**src/rtl/i2c_pkg.sv**
```systemverilog
// Shared types for the I2C transaction arbiter: FSM states, response status codes
// and the device address width.
package i2c_pkg;

    localparam int ADDR_W = 7;

    typedef enum logic [3:0] {
        ST_IDLE,
        ST_ARB,
        ST_CMD_REG,
        ST_DAT_REG,
        ST_CMD_WR,
        ST_DAT_WR,
        ST_CMD_RD,
        ST_WAIT_RD,
        ST_WAIT_DONE,
        ST_RESP
    } state_t;

    typedef enum logic [1:0] {
        STATUS_OK      = 2'd0,
        STATUS_NACK    = 2'd1,
        STATUS_TIMEOUT = 2'd2
    } status_t;

endpackage

```
**src/rtl/i2c_rr_arbiter.sv**
```systemverilog
// Round-robin grant over N_REQ requesters. The search starts at the pointer and wraps;
// the pointer moves one past the winner whenever a grant is taken.
module i2c_rr_arbiter #(
    parameter int N_REQ = 2
) (
    input  logic                     i_clk,
    input  logic                     i_rst_n,
    input  logic [N_REQ-1:0]         i_req,
    input  logic                     i_advance,
    output logic                     o_any,
    output logic [$clog2(N_REQ)-1:0] o_gnt_idx
);

    localparam int IW = $clog2(N_REQ);

    logic [IW-1:0] r_ptr;
    int            w_idx;

    // Walk offsets from farthest to nearest so the nearest requester wins.
    always_comb begin
        o_any     = 1'b0;
        o_gnt_idx = '0;
        w_idx     = 0;
        for (int i = N_REQ - 1; i >= 0; i--) begin
            w_idx = int'(r_ptr) + i;
            if (w_idx >= N_REQ) begin
                w_idx = w_idx - N_REQ;
            end
            if (i_req[w_idx]) begin
                o_any     = 1'b1;
                o_gnt_idx = IW'(w_idx);
            end
        end
    end

    always_ff @(posedge i_clk) begin
        if (!i_rst_n) begin
            r_ptr <= '0;
        end else if (i_advance && o_any) begin
            r_ptr <= (int'(o_gnt_idx) == N_REQ - 1) ? '0 : o_gnt_idx + 1'b1;
        end
    end

endmodule

```
**src/rtl/i2c_txn_arbiter.sv**
```systemverilog
// Shares one I2C master between N_REQ requesters: grants round-robin, expands each
// single-byte register access into master command/data streams and returns one response.
module i2c_txn_arbiter import i2c_pkg::*; #(
    parameter int          N_REQ          = 2,
    parameter int unsigned TIMEOUT_CYCLES = 65535
) (
    input  logic                  clk_i,
    input  logic                  rst_ni,
    input  logic [N_REQ-1:0]      req_valid_i,
    output logic [N_REQ-1:0]      req_ready_o,
    input  logic [N_REQ-1:0]      req_write_i,
    input  logic [7*N_REQ-1:0]    req_dev_i,
    input  logic [8*N_REQ-1:0]    req_reg_i,
    input  logic [8*N_REQ-1:0]    req_wdata_i,
    output logic [N_REQ-1:0]      rsp_valid_o,
    output logic [7:0]            rsp_rdata_o,
    output logic [1:0]            rsp_status_o,
    output logic [ADDR_W-1:0]     m_cmd_addr_o,
    output logic                  m_cmd_start_o,
    output logic                  m_cmd_read_o,
    output logic                  m_cmd_write_o,
    output logic                  m_cmd_stop_o,
    output logic                  m_cmd_valid_o,
    input  logic                  m_cmd_ready_i,
    output logic [7:0]            m_wr_data_o,
    output logic                  m_wr_valid_o,
    output logic                  m_wr_last_o,
    input  logic                  m_wr_ready_i,
    input  logic [7:0]            m_rd_data_i,
    input  logic                  m_rd_valid_i,
    output logic                  m_rd_ready_o,
    input  logic                  m_busy_i,
    input  logic                  m_nack_i
);

    localparam int IW = $clog2(N_REQ);

    state_t            r_state;
    logic [IW-1:0]     r_gnt;
    logic              r_write;
    logic [7:0]        r_reg;
    logic [7:0]        r_wdata;
    logic [7:0]        r_rdata;
    logic              r_nack;
    logic [31:0]       r_tmo_cnt;

    logic              w_any;
    logic [IW-1:0]     w_gnt_idx;
    logic              w_timeout;
    logic              w_nack_any;

    i2c_rr_arbiter #(.N_REQ(N_REQ)) u_rr (
        .i_clk     (clk_i),
        .i_rst_n   (rst_ni),
        .i_req     (req_valid_i),
        .i_advance (r_state == ST_ARB),
        .o_any     (w_any),
        .o_gnt_idx (w_gnt_idx)
    );

    // Only states that wait on the master can expire; the counter restarts on every state change.
    assign w_timeout = (TIMEOUT_CYCLES != 0) &&
                       (r_state inside {ST_CMD_REG, ST_DAT_REG, ST_CMD_WR, ST_DAT_WR,
                                        ST_CMD_RD, ST_WAIT_RD, ST_WAIT_DONE}) &&
                       (r_tmo_cnt == 32'(TIMEOUT_CYCLES - 1));
    assign w_nack_any = r_nack || m_nack_i;

    always_ff @(posedge clk_i) begin
        if (!rst_ni) begin
            r_state       <= ST_IDLE;
            r_gnt         <= '0;
            r_write       <= 1'b0;
            r_reg         <= '0;
            r_wdata       <= '0;
            r_rdata       <= '0;
            r_nack        <= 1'b0;
            r_tmo_cnt     <= '0;
            req_ready_o   <= '0;
            rsp_valid_o   <= '0;
            rsp_rdata_o   <= '0;
            rsp_status_o  <= '0;
            m_cmd_addr_o  <= '0;
            m_cmd_start_o <= 1'b0;
            m_cmd_read_o  <= 1'b0;
            m_cmd_write_o <= 1'b0;
            m_cmd_stop_o  <= 1'b0;
            m_cmd_valid_o <= 1'b0;
            m_wr_data_o   <= '0;
            m_wr_valid_o  <= 1'b0;
            m_wr_last_o   <= 1'b0;
            m_rd_ready_o  <= 1'b0;
        end else begin
            req_ready_o <= '0;
            rsp_valid_o <= '0;
            r_tmo_cnt   <= r_tmo_cnt + 32'd1;
            if (m_nack_i && (r_state inside {ST_CMD_REG, ST_DAT_REG, ST_CMD_WR, ST_DAT_WR,
                                              ST_CMD_RD, ST_WAIT_RD, ST_WAIT_DONE})) begin
                r_nack <= 1'b1;
            end

            case (r_state)
                ST_IDLE: begin
                    r_tmo_cnt <= '0;
                    if (w_any) begin
                        r_state <= ST_ARB;
                    end
                end
                ST_ARB: begin
                    r_tmo_cnt <= '0;
                    if (w_any) begin
                        r_gnt                  <= w_gnt_idx;
                        req_ready_o[w_gnt_idx] <= 1'b1;
                        r_write                <= req_write_i[w_gnt_idx];
                        r_reg                  <= req_reg_i[int'(w_gnt_idx)*8 +: 8];
                        r_wdata                <= req_wdata_i[int'(w_gnt_idx)*8 +: 8];
                        r_rdata                <= '0;
                        r_nack                 <= 1'b0;
                        m_cmd_addr_o           <= req_dev_i[int'(w_gnt_idx)*ADDR_W +: ADDR_W];
                        m_cmd_start_o          <= 1'b1;
                        m_cmd_read_o           <= 1'b0;
                        m_cmd_write_o          <= 1'b1;
                        m_cmd_stop_o           <= 1'b0;
                        m_cmd_valid_o          <= 1'b1;
                        r_state                <= ST_CMD_REG;
                    end else begin
                        r_state <= ST_IDLE;
                    end
                end
                ST_CMD_REG: begin
                    if (m_cmd_ready_i) begin
                        r_tmo_cnt     <= '0;
                        m_cmd_valid_o <= 1'b0;
                        m_wr_data_o   <= r_reg;
                        m_wr_last_o   <= 1'b1;
                        m_wr_valid_o  <= 1'b1;
                        r_state       <= ST_DAT_REG;
                    end
                end
                ST_DAT_REG: begin
                    if (m_wr_ready_i) begin
                        r_tmo_cnt     <= '0;
                        m_wr_valid_o  <= 1'b0;
                        m_cmd_start_o <= !r_write;
                        m_cmd_read_o  <= !r_write;
                        m_cmd_write_o <= r_write;
                        m_cmd_stop_o  <= 1'b1;
                        m_cmd_valid_o <= 1'b1;
                        r_state       <= r_write ? ST_CMD_WR : ST_CMD_RD;
                    end
                end
                ST_CMD_WR: begin
                    if (m_cmd_ready_i) begin
                        r_tmo_cnt     <= '0;
                        m_cmd_valid_o <= 1'b0;
                        m_wr_data_o   <= r_wdata;
                        m_wr_last_o   <= 1'b1;
                        m_wr_valid_o  <= 1'b1;
                        r_state       <= ST_DAT_WR;
                    end
                end
                ST_DAT_WR: begin
                    if (m_wr_ready_i) begin
                        r_tmo_cnt    <= '0;
                        m_wr_valid_o <= 1'b0;
                        r_state      <= ST_WAIT_DONE;
                    end
                end
                ST_CMD_RD: begin
                    if (m_cmd_ready_i) begin
                        r_tmo_cnt     <= '0;
                        m_cmd_valid_o <= 1'b0;
                        m_rd_ready_o  <= 1'b1;
                        r_state       <= ST_WAIT_RD;
                    end
                end
                ST_WAIT_RD: begin
                    if (m_rd_valid_i) begin
                        r_tmo_cnt    <= '0;
                        r_rdata      <= m_rd_data_i;
                        m_rd_ready_o <= 1'b0;
                        r_state      <= ST_WAIT_DONE;
                    end
                end
                ST_WAIT_DONE: begin
                    if (!m_busy_i) begin
                        r_tmo_cnt          <= '0;
                        rsp_valid_o[r_gnt] <= 1'b1;
                        rsp_status_o       <= w_nack_any ? STATUS_NACK : STATUS_OK;
                        rsp_rdata_o        <= w_nack_any ? 8'h00 : r_rdata;
                        r_state            <= ST_RESP;
                    end
                end
                ST_RESP: begin
                    r_tmo_cnt <= '0;
                    r_state   <= ST_IDLE;
                end
                default: begin
                    r_tmo_cnt <= '0;
                    r_state   <= ST_IDLE;
                end
            endcase

            // Abort overrides whatever the state decided this cycle, including a pending NACK.
            if (w_timeout) begin
                r_tmo_cnt          <= '0;
                m_cmd_valid_o      <= 1'b0;
                m_wr_valid_o       <= 1'b0;
                m_rd_ready_o       <= 1'b0;
                rsp_valid_o[r_gnt] <= 1'b1;
                rsp_status_o       <= STATUS_TIMEOUT;
                rsp_rdata_o        <= 8'h00;
                r_state            <= ST_RESP;
            end
        end
    end

endmodule

```
**config.mk**
```make
export PLATFORM = sky130hd
export DESIGN_NAME = i2c_txn_arbiter
export DESIGN_NICKNAME = d
export VERILOG_FILES = /design/src/rtl/i2c_pkg.sv /design/src/rtl/i2c_rr_arbiter.sv /design/src/rtl/i2c_txn_arbiter.sv
export SDC_FILE = /design/constraint.sdc
export NUM_CORES = 1
export LEC_CHECK = 0
export ABC_CLOCK_PERIOD_IN_PS = 3150
export CORE_UTILIZATION = 53
export CTS_CLUSTER_SIZE = 14
export DETAILED_ROUTE_END_ITERATION = 10
export GPL_TIMING_DRIVEN = 0
export HOLD_SLACK_MARGIN = 0.12
export PLACE_DENSITY = 0.84
export SETUP_SLACK_MARGIN = 0.05
export SYNTH_ARGS = -nofsm -noshare
export SYNTH_HDL_FRONTEND = slang
export SYNTH_SLANG_ARGS = --single-unit
```
**constraint.sdc**
```tcl
create_clock -name clk_i -period 3.15 [get_ports clk_i]
set_input_delay 0.315 -clock clk_i [delete_from_list [all_inputs] [get_ports clk_i]]
set_output_delay 0.315 -clock clk_i [all_outputs]
set_load 0.02 [all_outputs]
```
=== Yosys cells after proc, flatten, opt, wreduce, memory -nomap -nowiden ===
Index checks and enable logic that the tools add are counted.

* Logic and storage cells: 178
* Input port bits: 65
* Output and inout bits: 37
* Register bits: 101

* Eq/ne operators: 30
* Multipliers: 1
* Magnitude comparators: 8
* Reductions and logical operators: 33
* Add/subtract/negate cells: 5
* Shift-type cells: 3
* Muxes and demuxes: 70
* Bitwise gates (word level): 3

{| class="wikitable"
|+ Operator list
! kind !! count
|-
| $mux 32 || 6
|-
| $pmux 32 s4 || 1
|-
| $lt 32x3->1 const B || 2
|-
| $mux 8 || 5
|-
| $mux 4 || 9
|-
| $pmux 4 s9 || 1
|-
| $add 32x1->32 const B || 1
|-
| $eq 32x16->1 const B || 1
|-
| $ge 32x3->1 const B || 1
|-
| $pmux 8 s2 || 2
|-
| $shiftx 16x5->8 || 2
|-
| $sub 32x3->32 const B || 1
|-
| $mux 1 || 28
|-
| $ne 3x3->1 const B || 7
|-
| $mux 2 || 9
|-
| $reduce_and 3->1 || 6
|-
| $eq 4x3->1 const B || 4
|-
| $ne 2x2->1 const B || 8
|-
| $reduce_and 8->1 || 2
|-
| $shiftx 14x5->7 || 1
|-
| $pmux 1 s2 || 6
|-
| $reduce_bool 2->1 || 6
|-
| $ne 2x1->1 const B || 5
|-
| $eq 4x2->1 const B || 2
|-
| other kinds (24) || 37
|}

=== Logic depth before layout (Yosys ltp) ===
Gate-level depths: netlist (run 1).

* Depth after elaboration: 12
* Depth in mapped cells: 8
* Depth with buffers taken out: 7

=== Cells and area by module ===
A second synthesis (run 1) with hierarchy kept.

* Cell total of the unflattened synthesis: 496
* Area total of the unflattened synthesis: 4561.9 sq um

{| class="wikitable"
|+ Modules (own cells, without submodules)
! module !! seq. area each (sq um) !! cells an instance !! times used !! area an instance (sq um)
|-
| i2c_txn_arbiter || 2001.9 || 489 || 1 || 4501.8
|-
| i2c_rr_arbiter || 20.0 || 7 || 1 || 60.1
|}

=== Worst setup path after synthesis (run 1) ===
OpenSTA, ideal clock, no wires.

* Path type: register to register
* From: reg r_state[3]
* To: reg r_tmo_cnt[23]
* Clock period less this slack: 2.098 ns
* Setup time: 0.115 ns
* Slack: 1.052 ns
* Data required time: 3.035 ns
* Cell stages (with the launch flop): 9
* Arrival time: 1.983 ns
* Path buffers: 3
* Cells stage by stage: dfxtp_1 -> buf_4 -> or4b_1 -> clkbuf_1 -> o21a_1 -> o41ai_4 -> o21bai_2 -> buf_4 -> nor2_1

* Longest elaborated chain between the ends: 4
* Elaborated cells on any way between the ends: 13
* Those cells by class: eq/ne (7); mux (1); reduce/logical (5)

{| class="wikitable"
|+ Ends and longest elaborated chain
! what !! RTL line !! RTL
|-
| start, declared || i2c_txn_arbiter.sv:38 || <nowiki>state_t r_state;</nowiki>
|-
| start signal, assigned || i2c_txn_arbiter.sv:148 || <nowiki>r_state <= r_write ? ST_CMD_WR : ST_CMD_RD;</nowiki>
|-
| $eq 4x2->1 (tied with other cells) || i2c_txn_arbiter.sv:63, i2c_txn_arbiter.sv:101 ||
|-
| $reduce_bool 7->1 || i2c_txn_arbiter.sv:63 || <nowiki>(r_state inside {ST_CMD_REG, ST_DAT_REG, ST_CMD_WR, ST_DAT_WR,</nowiki>
|-
| $logic_and 1x1->1 || i2c_txn_arbiter.sv:64 || <nowiki>ST_CMD_RD, ST_WAIT_RD, ST_WAIT_DONE}) &&</nowiki>
|-
| $reduce_or 2->1 (no line) || n/a ||
|-
| end signal, assigned || i2c_txn_arbiter.sv:95 || <nowiki>r_tmo_cnt <= r_tmo_cnt + 32'd1;</nowiki>
|-
| end, declared || i2c_txn_arbiter.sv:45 || <nowiki>logic [31:0] r_tmo_cnt;</nowiki>
|}

Several ways; a longest one is shown, not always the timed one.
A chain may end at the register's enable or synchronous reset.

=== Worst setup path in the final report (run 1) ===
* From: reg r_state[3]
* To: reg r_reg[6]

* Longest elaborated chain between the ends: 2

{| class="wikitable"
|+ Ends and longest elaborated chain
! what !! RTL line !! RTL
|-
| $eq 4x1->1 || i2c_txn_arbiter.sv:101 || <nowiki>case (r_state)</nowiki>
|-
| $reduce_and 2->1 (no line) || n/a ||
|-
| end signal, assigned || i2c_txn_arbiter.sv:114 || <nowiki>r_reg <= req_reg_i[int'(w_gnt_idx)*8 +: 8];</nowiki>
|-
| end, declared || i2c_txn_arbiter.sv:41 || <nowiki>logic [7:0] r_reg;</nowiki>
|}

No other way between the ends.

==> metrics, run 1 <==
status finished clean; WHS Path Cells 2; Worst Tran Pin Value roughly 1.2 ns; r2r setup slk 0.53 ns; Final setup viols 0; path depth of the worst reg2reg path 8; final slew viol count 0; final hold vios 0; CTS tree built; drt first pass iters 6; clk_lat worst skew 0.36 ns; Layout Utilization 0.7207; VDD IR-drop max between 0.3 and 0.4 mV; CORE AREA 7767 µm²; H-Tree Depth 3; Die H 92 µm; vias in the first global route 3,811; initial antenna violation count 0; fin crit period ~2.6 ns; Worst slew margin 0.2244; final instance area approximately 5600 µm²; EDFF count, synth 0; # Post-CTS Setup Buffers 0; clk_skew about 0.0095 ns; clock sinks 101; first-pass GRT wire length between 15 and 20 mm; PostCTS Resize Cnt 0; DRC violations left 0; DR vias ~4,000; share of layout cells above drive strength 1 0.04047; average size of a mapped cell 9.000 µm²; nets ~660; Max Root-Sink Buffers 2; Crit path max-delay family simple AND/OR/NAND/NOR gates; HPWL Detailed 7.882 mm; top cells by area, synth dfxtp_1 47%, nand2_1 5.3%, xor2_1 4.5%, a22oi_1 4.0%, nor2_1 3.8%; Startpoint Class register; largest register by flop count r_tmo_cnt; commonest non-fill, non-tap cells in the layout 101 x clkdlybuf4s50_1, 101 x dfxtp_1, 61 x nand2_1; ys flop type dfxtp_1; All-Layer GR Usage 0.2623; Routed WL 10.65 mm; GP Congestion about 0.84; clock transition at the registers of the reported paths about 0.09 ns; DIE AREA 8464 µm²; FF-to-FF Start r_state[3]$_SDFFE_PN0P_; slowest CP cell nor4b_1; Via density 5.698; Worst path max stage delay ~0.57 ns; Syn Inst Count 477; power per cell area between 400 and 500 nW/µm²; WHS Endpoint rsp_valid_o[1]$_SDFF_PN0_; total CTS buffers 9; MaxCap Viol Count 0; placed cell areas 5431 µm²; sequential area share after synthesis 0.4710; Worst Path Buf+Inv 3; total gr overflow 0; Min-Delay Path Class register to register; Async S/R FF share, synth 0; WS Path Type register to register; Synth top area share 0.4710; crit path cell chain buf_4 > nor4b_1 > o21ai_0 > and2_1 > clkbuf_1 > clkbuf_1 > a22oi_1 > nand2_1; # hold bufs at CTS 0; diode count 0; I/O Buffers 101; row cnt 32; crit path capture type register; Wirelength per Cell between 15 and 20 µm; pin count of the biggest net entering global routing 16; Req. time, crit path approximately 3.4 ns; dominant cell type by area after synthesis dfxtp_1; clk root buf clkbuf_8; Yosys warning total 0; Tot Pwr 2.464 mW; Sum Neg Setup Slack 0 ns; max reg flops 32; FF-to-FF End r_reg[6]$_SDFFE_PN0P_; DRT iter0 DRCs between 200 and 300; cell mode on critical path clkbuf_1; syn nets 544; fill count 624; RSZ-0062 raised after global routing no; synthesis-to-finish area growth 30.40%; Worst Hold Launch r_gnt$_SDFFE_PN0P_; ANT nets after route 0; Max Clk Rate roughly 380 MHz; hold_ws roughly 0.46 ns; Leak between 2 and 2.5 nW; die extent in x 92 µm; crit path max fanout 10; io pins 102; fin crit share 0.8320; Mapped Area 4293 µm²; post-synthesis sequential element count 101; critical path arrival 2.88 ns; Initial Util 0.5527; Synth cell types 46
[metal layers]
layer	track usage	wire length [µm]
met3	0.07546	650
met1	0.3251	4547
met5	0	0
met2	0.4471	5341
met4	0.06510	113
[cell families after synthesis]
group | after synthesis | synth area share
and+or+nand+nor | 215 | 0.2550
adders and majority gates | 2 | 0.005828
xor gates and xnor gates | 29 | 0.05917
buffers and inverters | 34 | 0.03410
AOI/OAI and AO/OA | 87 | 0.1539
DFF | 101 | 0.4710
muxes | 9 | 0.02099
[area by class of cell]
class	count	area [µm²]	share of cell area
buffer	29	127.6	0.02280
clock buffer	12	145.1	0.02593
clock inverter	3	21.27	0.003800
inverter	5	18.77	0.003353
multi-input combinational	342	2125	0.3795
sequential	101	2022	0.3612
tap	102	127.6	0.02280
timing repair buffer	101	1011	0.1806
[report_power, final]
group / internal [mW] / leakage (nW) / switching, mW
Combinational: 0.193 / 1.11 / 0.181
Sequential: 1.33 / 0.818 / 0.0346
Clock: 0.307 / 0.0828 / 0.420
[worst register-to-register path: cells and delay by family, from the launching register on]
family | cells | cell delay [ns]
AO/OA/AOI/OAI | 2 | 0.69
buffers and inverters | 3 | 0.57
flip-flops | 1 | 0.32
AND/OR/NAND/NOR | 3 | 0.93
[how the worst max path moves through the flow]
stage | depth (start not counted) | start | to
after floorplan | 8 | r_state[3]$_SDFFE_PN0P_ | r_tmo_cnt[23]$_SDFF_PP0_
after global placement | 6 | m_rd_valid_i | r_rdata[6]$_SDFFE_PN0P_
after detailed placement | 8 | r_state[3]$_SDFFE_PN0P_ | r_reg[6]$_SDFFE_PN0P_
after CTS | 8 | r_state[3]$_SDFFE_PN0P_ | r_reg[6]$_SDFFE_PN0P_
after global routing | 8 | r_state[3]$_SDFFE_PN0P_ | r_reg[6]$_SDFFE_PN0P_
final | 8 | r_state[3]$_SDFFE_PN0P_ | r_reg[6]$_SDFFE_PN0P_
[synthesized netlist by cell type (3+ instances only)]
master / count
dfxtp_1: 101
nand2_1: 61
nor2_1: 43
nand3_1: 25
nor2b_1: 25
a22oi_1: 23
clkbuf_1: 22
xor2_1: 22
a21oi_1: 19
nand4_1: 14
a222oi_1: 10
mux2i_1: 9
o21ai_0: 9
o211a_1: 8
and3_1: 7
nor3_1: 7
xnor2_1: 7
nor4_1: 6
and2_1: 5
inv_1: 5
nand2b_1: 5
and4_1: 4
buf_4: 4
nor4b_1: 4
o21a_1: 4
buf_2: 3
nor3b_1: 3
[through the flow]
stage               worst slack [ns]  std cells
floorplan                      1.052        477
global placement              0.5705        680
detailed placement            0.6137        680
CTS                           0.5948        695
global route                  0.3503        695
finish                        0.5292        695
Power figures use the tool's default switching activity.
==> run 2, diff against run 1 <==
--- a/config.mk
+++ b/config.mk
@@ -5,13 +5,13 @@
 export SDC_FILE = /design/constraint.sdc
 export NUM_CORES = 1
 export LEC_CHECK = 0
-export ABC_CLOCK_PERIOD_IN_PS = 3150
-export CORE_UTILIZATION = 53
+export ABC_CLOCK_PERIOD_IN_PS = 2600
+export CORE_UTILIZATION = 50
 export CTS_CLUSTER_SIZE = 14
 export DETAILED_ROUTE_END_ITERATION = 10
 export GPL_TIMING_DRIVEN = 0
 export HOLD_SLACK_MARGIN = 0.12
-export PLACE_DENSITY = 0.84
+export PLACE_DENSITY = 0.8
 export SETUP_SLACK_MARGIN = 0.05
 export SYNTH_ARGS = -nofsm -noshare
 export SYNTH_HDL_FRONTEND = slang
==> constraint.sdc (replaced) <==
create_clock -name clk_i -period 2.6 [get_ports clk_i]
set_input_delay 0.26 -clock clk_i [delete_from_list [all_inputs] [get_ports clk_i]]
set_output_delay 0.26 -clock clk_i [all_outputs]
set_load 0.02 [all_outputs]
==> run 2 against run 1 <==
Compared with the run above: total power rose by 27%; setup slack worse by 0.25 ns; wire length decreased by 2.2%; final cell count grew 0.58%; largest power group unchanged; highest routed layer unchanged.
==> metrics, run 2 (synthesis gave the netlist of run 1 again) <==
Leak 2.033 nW (+1.0%); vias in the first global route 3,694 (-3.1%); Min-Delay Path Class input pin to register; RSZ-0062 raised after global routing no; power per cell area 552.2 nW/µm² (+25%); ANT nets after route 0 (unchanged); Switching Share 0.2644 (+0.006185); Max Root-Sink Buffers 2 (unchanged); GP Congestion 0.8610 (+2.7%); pin count of the biggest net entering global routing 19 (+3); Sum Neg Setup Slack 0 ns (unchanged); DIE AREA 8961 µm² (+5.9%); # Post-CTS Setup Buffers 0 (unchanged); placed cell areas 5435 µm² (about the same); net switching power 0.8270 mW (+30%); clock transition at the registers of the reported paths 0.11 ns (+0.02 ns); io pins 102 (unchanged); synthesis-to-finish area growth 31.91%; crit path max fanout 10 (unchanged); clock power share 0.329 (+0.034); clk_lat worst skew 0.37 ns (about the same); clock sinks 101 (unchanged); H-Tree Depth 3 (unchanged); DR vias 3,948 (-0.30%); fin crit period 2.319 ns (-0.3017 ns); pre-CTS setup slack 0.06603 ns (-0.5476 ns); critical path arrival 2.58 ns (-0.30 ns); initial antenna violation count 0 (unchanged); total gr overflow 0 (unchanged); final slew viol count 0 (unchanged); final hold vios 0 (unchanged); crit path capture type register; total CTS buffers 9 (unchanged); crit path cell chain buf_4 > or4b_1 > clkbuf_1 > o21a_1 > o41ai_4 > o21bai_2 > buf_4 > nor2_1; Worst path max stage delay 0.44 ns (-0.13 ns); MaxCap Viol Count 0 (unchanged); Worst slew margin 0.2967 (+0.07231); clk root buf clkbuf_8; drt first pass iters 6 (unchanged); Startpoint Class register; cell mode on critical path buf_4; All-Layer GR Usage 0.2382 (-0.02407); WS Path Type register to register; die extent in x 94.66 µm (+2.9%); Internal Power 2.300 mW (+26%); nets 656 (unchanged); Die H 94.66 µm (+2.9%); diode count 0 (unchanged); Final WS setup 0.2809 ns (-0.2483 ns); Routed WL 10.42 mm (-2.2%); slowest CP cell or4b_1; Crit path max-delay family compound AO/OA/AOI/OAI gates; HPWL Detailed 7.708 mm (-2.2%); Wirelength per Cell 14.91 µm (-2.7%); row cnt 33 (+3.1%); CTS tree built; I/O Buffers 101 (unchanged); Final setup viols 0 (unchanged); max reg flops 32 (unchanged); DRC violations left 0 (unchanged); Comb pwr share 0.144 (-0.008); Worst Tran Pin Value 1.046 ns (-0.1083 ns); Worst Path Buf+Inv 3 (unchanged); final instance area 5663 µm² (+1.2%); Max Clk Rate 431.2 MHz (+13%); Via density 5.648 (-0.87%); largest register by flop count r_tmo_cnt; Initial Util 0.5198 (-0.03283); Sequential Power Share 0.527 (-0.026); VDD IR-drop max 0.3537 mV (+4.3%); clk_skew 0.01504 ns (+0.005506 ns); Tot Pwr 3.127 mW (+27%); share of layout cells above drive strength 1 0.05219 (+0.01172); fin crit share 0.8920 (+0.05998); status finished clean; CORE AREA 8258 µm² (+6.3%); commonest non-fill, non-tap cells in the layout 101 x clkdlybuf4s50_1, 101 x dfxtp_1, 61 x nand2_1; DRT iter0 DRCs 235 (-19%); first-pass GRT wire length 16.91 mm (-5.1%); Req. time, crit path 2.86 ns (-0.55 ns)
-- run 2: changes by cell type in the layout (fill, tap and decap cells not counted), sizes merged --
cell | before | now
inv | 6 | 8
clkinvlp | 1 | 2
bufinv | 0 | 1
clkbuf | 34 | 31
-- run 2: through the flow --
step / util / hold slack, ns / instances
6_report: 0.6858 / 0.4110 / 699
5_1_grt: 0.6858 / 0.4066 / 699
4_1_cts: 0.6829 / 0.3975 / 699
3_5_place_dp: 0.6582 / 0.4367 / 683
3_3_place_gp: 0.6582 / 0.4272 / 683
2_1_floorplan: - / 0.3590 / 477
-- run 2: power by group through the flow --
stage	clock network (mW)	registers, mW	logic, mW
after floorplan	0	1.71	0.198
final	1.03	1.65	0.451
after CTS	1.05	1.65	0.450
after global routing	1.10	1.66	0.492
after detailed placement	0	1.68	0.449
after global placement	0	1.68	0.440
-- run 2: what timing repair did --
action                     in CTS  in global routing
hold buffers                    0                  0
resized for setup               0                  4
setup endpoints to repair       0                 51
-- run 2: final timing paths --
check,start,to,slack (ns),cells past startpoint
worst max-delay path,r_state[3]$_SDFFE_PN0P_,r_tmo_cnt[4]$_SDFF_PP0_,0.28,8
worst min-delay path,req_wdata_i[12],r_wdata[4]$_SDFFE_PN0P_,0.41,3
worst max register to register,r_state[3]$_SDFFE_PN0P_,r_tmo_cnt[4]$_SDFF_PP0_,0.28,8
worst min register to register,r_gnt$_SDFFE_PN0P_,rsp_valid_o[0]$_SDFF_PN0_,0.45,1
-- run 2: tightest hold or removal path: stages --
cell             delay, ns
clkdlybuf4s50_1       0.39
nand2_1               0.06
nand2_1               0.04
-- run 2: metal layers --
layer	share of wire	wire length, µm	track usage
met1	0.44	4576	0.2957
met2	0.47	4898	0.3927
met3	0.075	777	0.07166
met4	0.016	166	0.07828
met5	0	0	0
-- run 2: layout make-up --
type                    count  area, µm²
inverters                   5      18.77
clock buffers               9      123.9
well taps                 105      131.4
clock inverters             7      80.08
repair buffers            101       1011
multi-input cells         342       2148
flip-flops and latches    101       2022
fillers                   662       2595
plain buffers              29      127.6
